--- config.mk ---
export PLATFORM = sky130hd
export DESIGN_NAME = traffic_request_arbiter
export DESIGN_NICKNAME = d
export VERILOG_FILES = /design/src/rtl/traffic_request_arbiter.sv
export SDC_FILE = /design/constraint.sdc
export NUM_CORES = 1
export LEC_CHECK = 0
export BUFFER_PORTS_ARGS = -buffer_cell sky130_fd_sc_hd__buf_2
export CAP_MARGIN = 15
export CORE_MARGIN = 2
export CORE_UTILIZATION = 52
export CTS_BUF_LIST = sky130_fd_sc_hd__clkbuf_16
export DETAILED_ROUTE_END_ITERATION = 12
export PLACE_DENSITY = 0.84
export SLEW_MARGIN = 20
export SYNTH_ARGS = -nofsm -noshare
export SYNTH_HDL_FRONTEND = slang
export SYNTH_SLANG_ARGS = --single-unit
--- constraint.sdc ---
create_clock -name clk -period 1.4 [get_ports clk]
set_input_delay 0.14 -clock clk [delete_from_list [all_inputs] [get_ports clk]]
set_output_delay 0.14 -clock clk [all_outputs]
set_load 0.02 [all_outputs]
--- src/rtl/traffic_request_arbiter.sv ---
// Roadside input front end: sync + debounce + latch of raw requests, fixed-priority valid/ack presentation with hold timeout.
// Optional emergency preemption input is enabled by defining TRAFFIC_EMERG_PREEMPT_EN.
module traffic_request_arbiter #(
  parameter int DEBOUNCE_CYCLES = 16,
  parameter int DB_W            = 5,
  parameter int HOLD_TIMEOUT    = 1000,
  parameter int TO_W            = 10
) (
  input  logic       clk,
  input  logic       rst,
  input  logic       ped_btn,
  input  logic       car_ns,
  input  logic       car_ew,
`ifdef TRAFFIC_EMERG_PREEMPT_EN
  input  logic       emerg,
  output logic [3:0] pending,
`else
  output logic [2:0] pending,
`endif
  input  logic       req_ack,
  output logic       req_valid,
  output logic [1:0] req_type,
  output logic       timeout
);

`ifdef TRAFFIC_EMERG_PREEMPT_EN
  localparam int NREQ = 4;
`else
  localparam int NREQ = 3;
`endif

  localparam logic [DB_W-1:0] DB_LAST = DB_W'(DEBOUNCE_CYCLES);
  localparam logic [TO_W-1:0] TO_LAST = TO_W'(HOLD_TIMEOUT - 1);

  typedef enum logic {IDLE, PRESENT} state_t;

  // Bit index equals the request code: 0 NS, 1 EW, 2 ped, 3 emergency.
  logic [NREQ-1:0] raw_in;
  logic [NREQ-1:0] sync1, sync2, filt, filt_d;
  logic [DB_W-1:0] db_cnt [NREQ];
  logic [NREQ-1:0] clr_mask;
  logic [TO_W-1:0] to_cnt;
  logic            served, expire, preempt, no_expiry;
  state_t          state, state_nxt;

`ifdef TRAFFIC_EMERG_PREEMPT_EN
  assign raw_in    = {emerg, ped_btn, car_ew, car_ns};
  assign preempt   = pending[3] && (req_type != 2'b11);
  assign no_expiry = (req_type == 2'b11);
`else
  assign raw_in    = {ped_btn, car_ew, car_ns};
  assign preempt   = 1'b0;
  assign no_expiry = 1'b0;
`endif

  function automatic logic [1:0] pick_type(input logic [NREQ-1:0] p);
    logic [1:0] t;
    t = 2'b01;
    if (p[0]) t = 2'b00;
    if (p[2]) t = 2'b10;
`ifdef TRAFFIC_EMERG_PREEMPT_EN
    if (p[3]) t = 2'b11;
`endif
    return t;
  endfunction

  // The filtered level flips only after the synchronised level has disagreed
  // with it for DEBOUNCE_CYCLES counted cycles plus the terminal check.
  always_ff @(posedge clk or posedge rst) begin
    if (rst) begin
      sync1  <= '0;
      sync2  <= '0;
      filt   <= '0;
      filt_d <= '0;
      for (int i = 0; i < NREQ; i++) db_cnt[i] <= '0;
    end else begin
      sync1  <= raw_in;
      sync2  <= sync1;
      filt_d <= filt;
      for (int i = 0; i < NREQ; i++) begin
        if (sync2[i] == filt[i]) begin
          db_cnt[i] <= '0;
        end else if (db_cnt[i] == DB_LAST) begin
          filt[i]   <= sync2[i];
          db_cnt[i] <= '0;
        end else begin
          db_cnt[i] <= db_cnt[i] + 1'b1;
        end
      end
    end
  end

  always_ff @(posedge clk or posedge rst) begin
    if (rst) state <= IDLE;
    else     state <= state_nxt;
  end

  always_comb begin
    state_nxt = state;
    served    = 1'b0;
    expire    = 1'b0;
    case (state)
      IDLE: begin
        if (|pending) state_nxt = PRESENT;
      end
      PRESENT: begin
        if (req_ack) begin
          served    = 1'b1;
          state_nxt = IDLE;
        end else if (preempt) begin
          state_nxt = IDLE;
        end else if ((to_cnt == TO_LAST) && !no_expiry) begin
          expire    = 1'b1;
          state_nxt = IDLE;
        end
      end
    endcase
  end

  always_comb begin
    req_valid = (state == PRESENT);
  end

  always_comb begin
    clr_mask = '0;
    for (int i = 0; i < NREQ; i++) clr_mask[i] = served && (req_type == 2'(i));
  end

  // A new filtered rising edge in the ack cycle wins over the clear.
  always_ff @(posedge clk or posedge rst) begin
    if (rst) begin
      req_type <= 2'b00;
      to_cnt   <= '0;
      timeout  <= 1'b0;
      pending  <= '0;
    end else begin
      timeout <= expire;
      pending <= (pending & ~clr_mask) | (filt & ~filt_d);
      if (state == IDLE) begin
        if (|pending) req_type <= pick_type(pending);
        to_cnt <= '0;
      end else if (to_cnt != TO_LAST) begin
        to_cnt <= to_cnt + 1'b1;
      end
    end
  end

endmodule

# --- Word level (Yosys, flattened, before mapping) ---
# Cells that the tools add are included.
word_totals:
  regBits: 44
  in_bits: 6
  output_inout_bits: 7
  elab_cells: 66
classes:
  add_sub_neg: 4
  n_eq_ne: 11
  n_mux: 19
  bitwise_logic: 9
  n_reduce_logical: 9
op_table:
  columns: ["cell", "n"]
  rows:
  - ["5-bit 2-to-1 mux", 6]
  - ["10-bit 2-to-1 mux", 2]
  - ["5-bit by 1-bit adder with 5-bit output (second input constant)", 3]
  - ["5-bit equality test (second input constant)", 3]
  - ["10-bit by 1-bit adder with 10-bit output (second input constant)", 1]
  - ["10-bit equality test (second input constant)", 1]
  - ["10-bit inequality test (second input constant)", 1]
  - ["1-bit 2-to-1 mux", 9]
  - ["2-bit AND reduction", 4]
  - ["3-bit AND", 2]
  - ["3-bit inverter", 2]
  - ["1-bit inverter", 4]
  - ["1-bit equality test", 3]
  - ["1-bit logical AND", 3]
  - ["3-bit OR", 1]
  - ["3-bit OR reduction", 1]
  - ["2-bit by 1-bit equality test with 1-bit output (second input constant)", 1]
  - ["2-bit equality test (second input constant)", 1]
  - ["2-bit logical NOT", 1]
  - ["2-bit 2-to-1 mux", 1]
  - ["2-bit by 1-bit inequality test with 1-bit output (second input constant)", 1]
  - ["1-bit one-hot mux with 2 select lines", 1]

# --- Depth between registers and ports, before layout ---
# Gate-level depths: netlist of run 1.
logic_depth:
  depth_word: 6
  mapped_depth: 5
  depth_no_buf: 5

# --- Least setup slack after synthesis of run 1 ---
# Ideal clock, no wire load.
synth_timing:
  path_type: "register to register"
  start: "register to_cnt[0]"
  end: "register to_cnt[6]"
  setup_time_ns: 0.077
  t_arrival_ns: 1.228
  required_time_ns: 1.323
  slack_ns: 0.095
  path_stages_with_launch: 5
  path_buffers: 0
  period_less_slack_ns: 1.305
  cell_sequence: "dfrtp_1 -> ha_1 -> nand2_1 -> or4_1 -> a21oi_1"
synth_via:
  elab_chain_len: 3
  elab_cells_between_ends: 5
  classes_between: "1 x add/sub; 2 x eq/ne; 2 x mux"
synth_rtl:
  columns: ["element", "line_no", "source"]
  rows:
  - ["start, declared", "42", "logic [TO_W-1:0] to_cnt;"]
  - ["start signal, assigned", "143", "to_cnt <= to_cnt + 1'b1;"]
  - ["10-bit by 1-bit adder with 10-bit output", "143", null]
  - ["10-bit 2-to-1 mux", "142", "end else if (to_cnt != TO_LAST) begin"]
  - ["10-bit 2-to-1 mux", "139", "if (state == IDLE) begin"]
# Parallel ways exist; a longest one is shown, timed or not. The select of a mux whose other input is x is not followed.
# A chain may end at the register's enable or synchronous reset.

# --- Worst setup path after layout of run 1 ---
layout_timing:
  start: "register to_cnt[0]"
  end: "register to_cnt[8]"
# Same word-level chain as after synthesis.

==> metrics.md, run 1 <==
| Metric | Value |
|---|---|
| Period Utilization, post-route | `100.1%` |
| Max Cap Viol | `0` |
| Worst hold slack | `235.3 ps` |
| CP endpoint kind | `flip-flop` |
| Row count | `21` |
| Worst reg2reg path depth | `4` |
| Worst path slowest cell | `or4_4` |
| Finished Layout Cells | `between 200 and 250` |
| Clock Latency Late Sink | `290 ps` |
| Hold Path End | `timeout` |
| H-tree depth | `2` |
| Final Core Density | `between 60% and 70%` |
| Final net count | `210` |
| # diodes | `0` |
| RSZ-0062 raised after global routing | `yes` |
| Gr usage total | `19.45%` |
| Final WS setup | `-1.268 ps` |
| CP arrival | `between 1500 and 2000 ps` |
| Syn Nets | `180` |
| Measured slew at the worst slew-check pin | `around 530 ps` |
| Power per Cell Area | `1595 mW/mm2` |
| Area grow syn2layout | `22.06%` |
| Placed cells | `roughly 230` |
| HP Class | `in -> reg` |
| Leak | `1.064 nW` |
| Max IR drop VDD | `0.6562 mV` |
| Setup Skew | `8.189 ps` |
| Final Setup Violations | `1` |
| Top cell type's share of synthesized area | `between 50% and 60%` |
| Initial Util | `between 50% and 60%` |
| Root Driver | `clkbuf_16` |
| Most frequent cells in the layout | `dfrtp_1 (42), nor2_1 (14), inv_1 (13), buf_2 (12), o21ai_0 (10)` |
| CP cell instances | `ha_2 > nand2_2 > or4_4 > a21oi_2` |
| Crit. Startpoint | `to_cnt[0]` |
| Ys Warns | `0` |
| I/O pin total | `13` |
| Total Power | `0.003666 W` |
| DR pass1 iterations | `4` |
| Die Area | `0.004118 mm2` |
| Routed WL per cell | `~15 um` |
| Final ANT Viol Nets | `0` |
| Count of state elements after synthesis | `44` |
| Top cells by area, synth | `dfrtp_1 (58%), ha_1 (4.7%), xor2_1 (4.2%)` |
| First DRT Iteration DRCs | `139` |
| PortBufs | `12` |
| Crit path buf inv count | `0` |
| Crit-path max FO | `6` |
| Clk sink count | `44` |
| Reg clk slew, reported paths | `70 ps` |
| Startpoint types | `flip-flop` |
| HP Start | `req_ack` |
| Crit-path max cell delay | `440 ps` |
| Fmax | `713.6 MHz` |
| Vias | `roughly 1300` |
| Number of global-route vias before repair | `1385` |
| Core area | `about 0.0034 mm2` |
| Clock Tree Buf Depth | `2` |
| Max Slew Vio Count | `0` |
| DP HPWL | `2.182 mm` |
| Post-Syn Area per Cell | `~11 um2` |
| Critical Path RT | `1620 ps` |
| RR Endpoint | `to_cnt[8]` |
| R2r setup slk | `-1 ps` |
| Rel. slew slack | `roughly two thirds` |
| Final WL | `3.701 mm` |
| Hold path depth | `3` |
| Post-synthesis sequential area ratio | `58.47%` |
| Status | `finished with violations` |
| Total CTS buffers | `5` |
| CTS tree | `done` |
| Die height | `64.18 um` |
| Largest delay share family, worst path | `simple AND/OR/NAND/NOR gates` |
| Post-DR vias/cell | `5.512` |
| Min Tclk post-route | `roughly 1400 ps` |
| Mapped Cells | `167` |
| Fraction of layout cells with a size suffix above 1 | `22.22%` |
| Worst Setup Path Type | `reg -> reg` |
| Final hold vios | `0` |
| Synth unique cells | `29` |
| Most common cell after layout, fill and taps aside | `dfrtp_1` |
| Failing checks | `setup timing` |
| Initial antenna violation count | `0` |
| Cell Area, Synth | `0.001883 mm2` |
| Total Neg Setup Slack | `-1.268 ps` |
| GRT overflow | `0` |
| Largest net degree at the start of global routing | `45` |
| First-pass GRT wire length | `6.106 mm` |
| Largest area contributor in the netlist | `dfrtp_1` |
| RR Startpoint | `to_cnt[0]` |
| Gpl congestion | `approximately 0.85` |
| DIE WIDTH | `between 60 and 70 um` |
| Post-route DRC | `0` |
==> through the flow <==
stage / worst slack [ps] / cell area [um2]
floorplan: 94.59 / 1883
global placement: 91.95 / 2029
detailed placement: -9.817 / 2029
CTS: 10.03 / 2245
global route: -80.35 / 2298
finish: -1.268 / 2298
==> registers in the layout (all words and copies together), names as in the netlist <==
signal	cells
pending	3
filt	3
filt_d	3
sync1	3
timeout	1
to_cnt	10
sync2	3
db_cnt	15
req_type	2
req_valid	1
==> routing by layer <==
metal	up-vias	wire [um]	global-route usage [%]
met5	-	0	0
met4	0	82	9.574
met3	8	161	5.986
met2	36	1892	33.07
met1	670	1564	22.16
li1	631	-	-
==> power breakdown <==
part / internal (W) / switching [W] / total, W / leakage, nW
Combinational: 0.000312 / 0.000450 / 0.000762 / 0.400
Sequential: 0.00141 / 0.000141 / 0.00155 / 0.580
Clock: 0.000847 / 0.000502 / 0.00135 / 0.0840
==> synth_stat cells, drive strengths merged <==
master / n
nor4: 1
nor3: 3
nand3: 10
ha: 7
xor2: 9
nor4bb: 1
o22ai: 1
mux2: 2
or2: 1
xnor2: 4
and2: 3
inv: 13
mux2i: 2
a21oi: 7
o31ai: 7
nand4: 1
nand2b: 6
or3: 3
dfrtp: 44
buf: 2
nor2: 14
or4: 4
nand2: 10
a22o: 1
a31oi: 1
o21ai: 10
==> layout make-up <==
| class | instances | area [um2] |
|---|---|---|
| Fill cell | 249 | 1117 |
| Sequential cell | 44 | 1104 |
| Multi-Input combinational cell | 108 | 748.2 |
| Timing Repair Buffer | 25 | 167.7 |
| Clock buffer | 5 | 125.1 |
| Tap cell | 46 | 57.56 |
| Inverter | 13 | 48.80 |
| Clock inverter | 3 | 47.55 |
==> logic make-up after synthesis <==
family                     count (synthesis)  synth area share, %
and+or+nand+nor                           57                16.68
adders and majority gates                  7                4.651
xor gates and xnor gates                  13                6.047
buffers and inverters                     15                3.455
DFF                                       44                58.47
AOI/OAI and AO/OA                         27                8.439
muxes                                      4                2.259
==> repair_timing <==
| action | in CTS | in global routing |
|---|---|---|
| resized for setup | 1 | 8 |
| pin swaps | 0 | 2 |
| setup endpoints to repair | 3 | 11 |
| hold endpoints to repair | 24 | 0 |
| hold buffers | 4 | 0 |
| buffers inserted | 0 | 3 |
==> worst register-to-register path, cell delays in order, from the launching register on <==
cell and delay, ps:
dfrtp_1 400, ha_2 210, nand2_2 110, or4_4 440, a21oi_2 160
==> how the worst max path moves through the flow <==
stage                end  slack [ps]  cells after the start
2_1_floorplan  to_cnt[6]          90                      4
3_3_place_gp   to_cnt[8]          90                      4
3_5_place_dp   to_cnt[8]         -10                      4
4_1_cts        to_cnt[7]          10                      3
5_1_grt        to_cnt[0]         -80                      3
6_report       to_cnt[8]          -1                      4
No activity file was read; power rests on OpenSTA's default activity.
==> run 2, diff against run 1 <==
- CORE_UTILIZATION: 52 -> 44
- PLACE_DENSITY: 0.84 -> 0.75
==> run 2 against run 1 <==
  * The flow still finishes with violations (setup timing)
  * Power fell by 9.1%
  * Routed wire length fell by 12%
  * Combinational power fell by 13%
  * Cell count rose by 0.41%
  * Via count fell by 7.1%
  * Clock power fell by 19%
  * Die area rose by 17%
  * First-iteration DRC count fell by 32%
  * Maximum frequency fell by 0.15%
  * Utilization fell by 11 points
  * Count of clock-buffer cells in the layout did not move
  * Critical endpoint is now to_cnt[9]
  * Highest routed layer unchanged
==> metrics.md, run 2 (same netlist as run 1, synthesis figures left out) <==
| Metric | Value |
|---|---|
| Status | `finished with violations (unchanged)` |
| Die Area | `0.004819 mm2 (was 0.004118 mm2)` |
| Multi-input gate area | `749.5 um2 (was 748.2 um2)` |
| Max Cap Viol | `0 (unchanged)` |
| CP endpoint kind | `flip-flop (unchanged)` |
| I/O pin total | `13 (unchanged)` |
| First DRT Iteration DRCs | `95 (was 139)` |
| Failing checks | `setup timing (unchanged)` |
| Gpl congestion | `0.7417 (was 0.8549)` |
| Fill count | `339 (was 249)` |
| Leak | `1.037 nW (was 1.064 nW)` |
| Root Driver | `clkbuf_16 (unchanged)` |
| Rel. slew slack | `75.56% (was 64.80%)` |
| Total Power | `0.003333 W (was 0.003666 W)` |
| Max Slew Vio Count | `0 (unchanged)` |
| Die height | `69.42 um (was 64.18 um)` |
| Post-route DRC | `0 (unchanged)` |
| Crit-path max FO | `4 (was 6)` |
| Post-CTS setup buffers | `0 (unchanged)` |
| Min Tclk post-route | `1403 ps (was 1401 ps)` |
| Setup Skew | `4.040 ps (was 8.189 ps)` |
| Final net count | `207 (was 210)` |
| Fraction of layout cells with a size suffix above 1 | `21.54% (was 22.22%)` |
| Critical Path RT | `1590 ps (was 1620 ps)` |
| Most frequent cells in the layout | `dfrtp_1 (38), nor2_1 (14), inv_1 (13), buf_2 (12), o21ai_0 (10) (was dfrtp_1 (42), nor2_1 (14), inv_1 (13), buf_2 (12), o21ai_0 (10))` |
| Area grow syn2layout | `20.40% (was 22.06%)` |
| Biggest regs | `db_cnt (15), to_cnt (10) (unchanged)` |
| Initial antenna violation count | `0 (unchanged)` |
| DR pass1 iterations | `4 (unchanged)` |
| DP HPWL | `2.144 mm (was 2.182 mm)` |
| Number of flip-flops in the largest register | `15 (unchanged)` |
| Most common cell after layout, fill and taps aside | `dfrtp_1 (unchanged)` |
| CP arrival | `1600 ps (was 1620 ps)` |
| Final Setup Violations | `1 (unchanged)` |
| Startpoint types | `flip-flop (unchanged)` |
| Core area | `0.004058 mm2 (was 0.003416 mm2)` |
| Post-DR vias/cell | `5.102 (was 5.512)` |
| Initial Util | `46.41% (was 55.13%)` |
| Number of global-route vias before repair | `1223 (was 1385)` |
| PortBufs | `12 (unchanged)` |
| Final hold vios | `0 (unchanged)` |
| Worst Setup Path Type | `reg -> reg (unchanged)` |
| CTS tree | `done (unchanged)` |
| Vias | `1250 (was 1345)` |
| DP Worst Slack | `-38.95 ps (was -9.817 ps)` |
| Final Core Density | `55.87% (was 67.29%)` |
| Final ANT Viol Nets | `0 (unchanged)` |
| HP Class | `in -> reg (unchanged)` |
| Placed cells | `233 (was 229)` |
| Worst hold slack | `173.1 ps (was 235.3 ps)` |
| Power per Cell Area | `1470 mW/mm2 (was 1595 mW/mm2)` |
| Clock Latency Late Sink | `280 ps (was 290 ps)` |
| First-pass GRT wire length | `5.430 mm (was 6.106 mm)` |
| Routed WL per cell | `13.31 um (was 15.17 um)` |
| Clk sink count | `44 (unchanged)` |
| Max IR drop VDD | `1.155 mV (was 0.6562 mV)` |
| Total CTS buffers | `5 (unchanged)` |
| # diodes | `0 (unchanged)` |
| GRT overflow | `0 (unchanged)` |
| DIE WIDTH | `69.42 um (was 64.18 um)` |
| Finished Layout Cells | `245 (was 244)` |
| Period Utilization, post-route | `100.2% (was 100.1%)` |
| Clock Tree Buf Depth | `2 (unchanged)` |
| Reg clk slew, reported paths | `60 ps (was 70 ps)` |
| Final WL | `3.260 mm (was 3.701 mm)` |
| Row count | `23 (was 21)` |
| Final WS setup | `-3.390 ps (was -1.268 ps)` |
| H-tree depth | `2 (unchanged)` |
| Gr usage total | `14.51% (was 19.45%)` |
| Sequential cell area | `0.001109 mm2 (was 0.001104 mm2)` |
| Top reg by flops | `db_cnt (unchanged)` |
| Largest net degree at the start of global routing | `45 (unchanged)` |
| Fmax | `712.6 MHz (was 713.6 MHz)` |
| RSZ-0062 raised after global routing | `yes (unchanged)` |
| Measured slew at the worst slew-check pin | `363.9 ps (was 528.0 ps)` |
[run 2: cell types whose count changed in the layout (fill, tap and decap cells not counted), sizes merged]
cell,change
buf,-3
bufinv,-1
clkinvlp,+1
[run 2: worst paths after layout]
| path | from | to | slack [ps] | cells past startpoint |
|---|---|---|---|---|
| setup / recovery | to_cnt[8] | to_cnt[9] | -3 | 3 |
| hold / removal | req_ack | timeout | 170 | 3 |
| setup reg to reg | to_cnt[8] | to_cnt[9] | -3 | 3 |
| hold reg to reg | sync1[0] | sync2[0] | 350 | 0 |
| max in group asynchronous | rst | to_cnt[7] | 750 | 4 |
| min in group asynchronous | rst | sync2[2] | 430 | 4 |
[run 2: area by class of cell]
cell class	count	area share, %
Clock buffer	5	5.519
Clock inverter	3	0.6623
Inverter	13	2.152
Multi-Input combinational cell	108	33.06
Sequential cell	44	48.90
Tap cell	50	2.759
Timing Repair Buffer	22	6.954
[run 2: stage by stage]
step,setup TNS [ps],instance area (um2)
4_1_cts,0,2227
3_5_place_dp,-38.95,2047
3_3_place_gp,0,2047
2_1_floorplan,0,1883
5_1_grt,-97.83,2267
6_report,-3.390,2267
[run 2: critical path, cell delays in order (launching register included)]
cell	delay (ps)
dfrtp_1	420
nand4_4	140
or4_1	550
a21oi_1	210
[run 2: power breakdown]
group | internal (W) | switching [W] | total, W | leakage [nW]
clock network | 0.000647 | 0.000445 | 0.00109 | 0.0687
registers | 0.00142 | 0.000164 | 0.00158 | 0.573
logic | 0.000277 | 0.000384 | 0.000660 | 0.395
total | 0.00234 | 0.000993 | 0.00333 | 1.04
[run 2: what timing repair did]
item,4_1_cts,5_1_grt
hold buffers,4,0
hold endpoints to repair,47,0
endpoints found under the setup margin,2,11
pin swaps,1,0
gates resized for setup,0,13
[run 2: routing by layer]
layer  wire length, um  global-route usage (%)  part of all wire, %  up-vias
met5                 0                       0                    0        -
met4                48                   6.972                  1.5        0
met3               131                   5.959                  4.0        4
met2              1586                   22.44                   49       22
met1              1493                   17.59                   46      603
li1                  -                       -                    -      621
==> run 3, diff against run 2 <==
- CORE_MARGIN: 2 -> 10
- RECOVER_POWER: unset -> 100
==> run 3 against run 2 <==
  * The flow now finishes without violations
  * First-iteration DRC count decreased by 38%
  * Critical path depth increased by 1
  * Combinational power decreased by 3%
  * Via count increased by 1.9%
  * Register-to-register slack improved by 50 ps
  * Power increased by 4.8%
  * Clock power increased by 16%
  * Count of clock-buffer cells in the layout unchanged
  * Routed wire length increased by 1.8%
  * Highest routed layer unchanged
==> metrics.md, run 3 (same netlist as run 1, synthesis figures left out) <==
| Metric | Value |
|---|---|
| Final Setup Violations | `0 (was 1)` |
| Area grow syn2layout | `20.60% (was 20.40%)` |
| Final Core Density | `55.97% (was 55.87%)` |
| CP arrival | `1560 ps (was 1600 ps)` |
| Initial Util | `46.41% (unchanged)` |
| Die height | `85.42 um (was 69.42 um)` |
| Crit-path max FO | `6 (was 4)` |
| Clk sink count | `44 (unchanged)` |
| Final WL | `3.319 mm (was 3.260 mm)` |
| Status | `finished, final reports clean (was finished with violations)` |
| Measured slew at the worst slew-check pin | `584.1 ps (was 363.9 ps)` |
| Max Slew Vio Count | `0 (unchanged)` |
| Finished Cell Area | `0.002271 mm2 (was 0.002267 mm2)` |
| Gpl congestion | `0.7997 (was 0.7417)` |
| Fraction of layout cells with a size suffix above 1 | `16.84% (was 21.54%)` |
| Total CTS buffers | `5 (unchanged)` |
| Clock Tree Buf Depth | `2 (unchanged)` |
| Multi-input gate area | `750.7 um2 (was 749.5 um2)` |
| Number of flip-flops in the largest register | `15 (unchanged)` |
| Leak | `1.029 nW (was 1.037 nW)` |
| First-pass GRT wire length | `5.637 mm (was 5.430 mm)` |
| DR pass1 iterations | `4 (unchanged)` |
| Startpoint types | `flip-flop (unchanged)` |
| Setup Skew | `3.776 ps (was 4.040 ps)` |
| Core area | `0.004058 mm2 (unchanged)` |
| Min Tclk post-route | `1358 ps (was 1403 ps)` |
| DIE WIDTH | `85.42 um (was 69.42 um)` |
| Placed cells | `233 (unchanged)` |
| H-tree depth | `2 (unchanged)` |
| Post-DR vias/cell | `5.179 (was 5.102)` |
| Clock Latency Late Sink | `280 ps (about the same)` |
| Critical Path RT | `1600 ps (was 1590 ps)` |
| Post-route DRC | `0 (unchanged)` |
| PortBufs | `12 (unchanged)` |
| HP Class | `in -> reg (unchanged)` |
| Fill count | `334 (was 339)` |
| Max Cap Viol | `0 (unchanged)` |
| Final net count | `208 (was 207)` |
| # diodes | `0 (unchanged)` |
| First DRT Iteration DRCs | `59 (was 95)` |
| Power per Cell Area | `1537 mW/mm2 (was 1470 mW/mm2)` |
| Most common cell after layout, fill and taps aside | `dfrtp_1 (unchanged)` |
| Biggest regs | `db_cnt (15), to_cnt (10) (unchanged)` |
| DP Area | `0.002047 mm2 (unchanged)` |
| Rel. slew slack | `61.06% (was 75.56%)` |
| GRT overflow | `0 (unchanged)` |
| Number of global-route vias before repair | `1328 (was 1223)` |
| Finished Layout Cells | `246 (was 245)` |
| Worst Setup Path Type | `reg -> reg (unchanged)` |
| Reg clk slew, reported paths | `60 ps (about the same)` |
| DP HPWL | `2.195 mm (was 2.144 mm)` |
| Final hold vios | `0 (unchanged)` |
| Sequential cell area | `0.001106 mm2 (was 0.001109 mm2)` |
| CP endpoint kind | `flip-flop (unchanged)` |
| Routed WL per cell | `13.49 um (was 13.31 um)` |
| Largest net degree at the start of global routing | `45 (unchanged)` |
| Fmax | `736.2 MHz (was 712.6 MHz)` |
| Vias | `1274 (was 1250)` |
| Initial antenna violation count | `0 (unchanged)` |
| Period Utilization, post-route | `97.02% (was 100.2%)` |
| Most frequent cells in the layout | `dfrtp_1 (40), nor2_1 (14), inv_1 (12), o21ai_0 (10) (was dfrtp_1 (38), nor2_1 (14), inv_1 (13), buf_2 (12), o21ai_0 (10))` |
| Die Area | `0.007297 mm2 (was 0.004819 mm2)` |
| CTS tree | `done (unchanged)` |
| Top reg by flops | `db_cnt (unchanged)` |
| Total Power | `0.003491 W (was 0.003333 W)` |
| Root Driver | `clkbuf_16 (unchanged)` |
| Max IR drop VDD | `1.143 mV (was 1.155 mV)` |
| R2r setup slk | `40 ps (was -3 ps)` |
| Row count | `23 (unchanged)` |
| Gr usage total | `9.521% (was 14.51%)` |
| I/O pin total | `13 (unchanged)` |
| Final ANT Viol Nets | `0 (unchanged)` |
run 3: cell count changes in the layout (fill, tap and decap cells not counted), moves of 2 or more:
cell	delta
dfrtp_2	-2
dfrtp_1	+2
clkbuf_1	+8
nor3_2	+2
nor3_1	-2
buf_2	-7
run 3: layout make-up:
| type | count | share of cell area (%) |
|---|---|---|
| flip-flops and latches | 44 | 48.71 |
| multi-input cells | 108 | 33.06 |
| repair buffers | 23 | 6.171 |
| clock buffers | 5 | 5.510 |
| well taps | 50 | 2.755 |
| inverters | 13 | 2.149 |
| clock inverters | 3 | 1.653 |
run 3: routing by layer:
layer	global-route usage (%)	vias up	part of all wire (%)
li1	-	623	-
met1	9.949	624	47
met2	16.08	23	48
met3	4.302	4	4.2
met4	4.192	0	0.90
met5	0	-	0
run 3: worst paths after layout:
path / start / end / depth (start not counted)
max: to_cnt[0] / to_cnt[6] / 4
min in group asynchronous: rst / sync1[0] / 4
max reg2reg: to_cnt[0] / to_cnt[6] / 4
min: req_ack / timeout / 3
min reg2reg: sync1[2] / sync2[2] / 0
max in group asynchronous: rst / to_cnt[6] / 4
run 3: timing repair:
item                       in CTS  in global routing
gates resized for setup         0                 11
setup endpoints to repair       2                 10
hold endpoints to repair       47                  0
setup buffers                   0                  1
hold buffers                    4                  0
pin swaps                       1                  2
run 3: critical path: stages (launching register included):
cell and delay [ps]:
dfrtp_1 420, ha_2 240, nand2_4 80, or4_1 400, a21oi_1 140
run 3: power breakdown:
group	internal, W	leakage [nW]	switching [W]
registers	0.00142	0.577	0.000172
logic	0.000243	0.374	0.000399
clock network	0.000828	0.0789	0.000434
run 3: metrics by stage:
step | setup WS, ps | TNS [ps] | hold WS, ps
finish | 41.73 | 0 | 174.6
global route | -19.28 | -38.53 | 180.8
CTS | 3.373 | 0 | 161.8
detailed placement | -15.69 | -29.09 | 195.6
global placement | 56.03 | 0 | 194.5
floorplan | 94.59 | 0 | 171.4
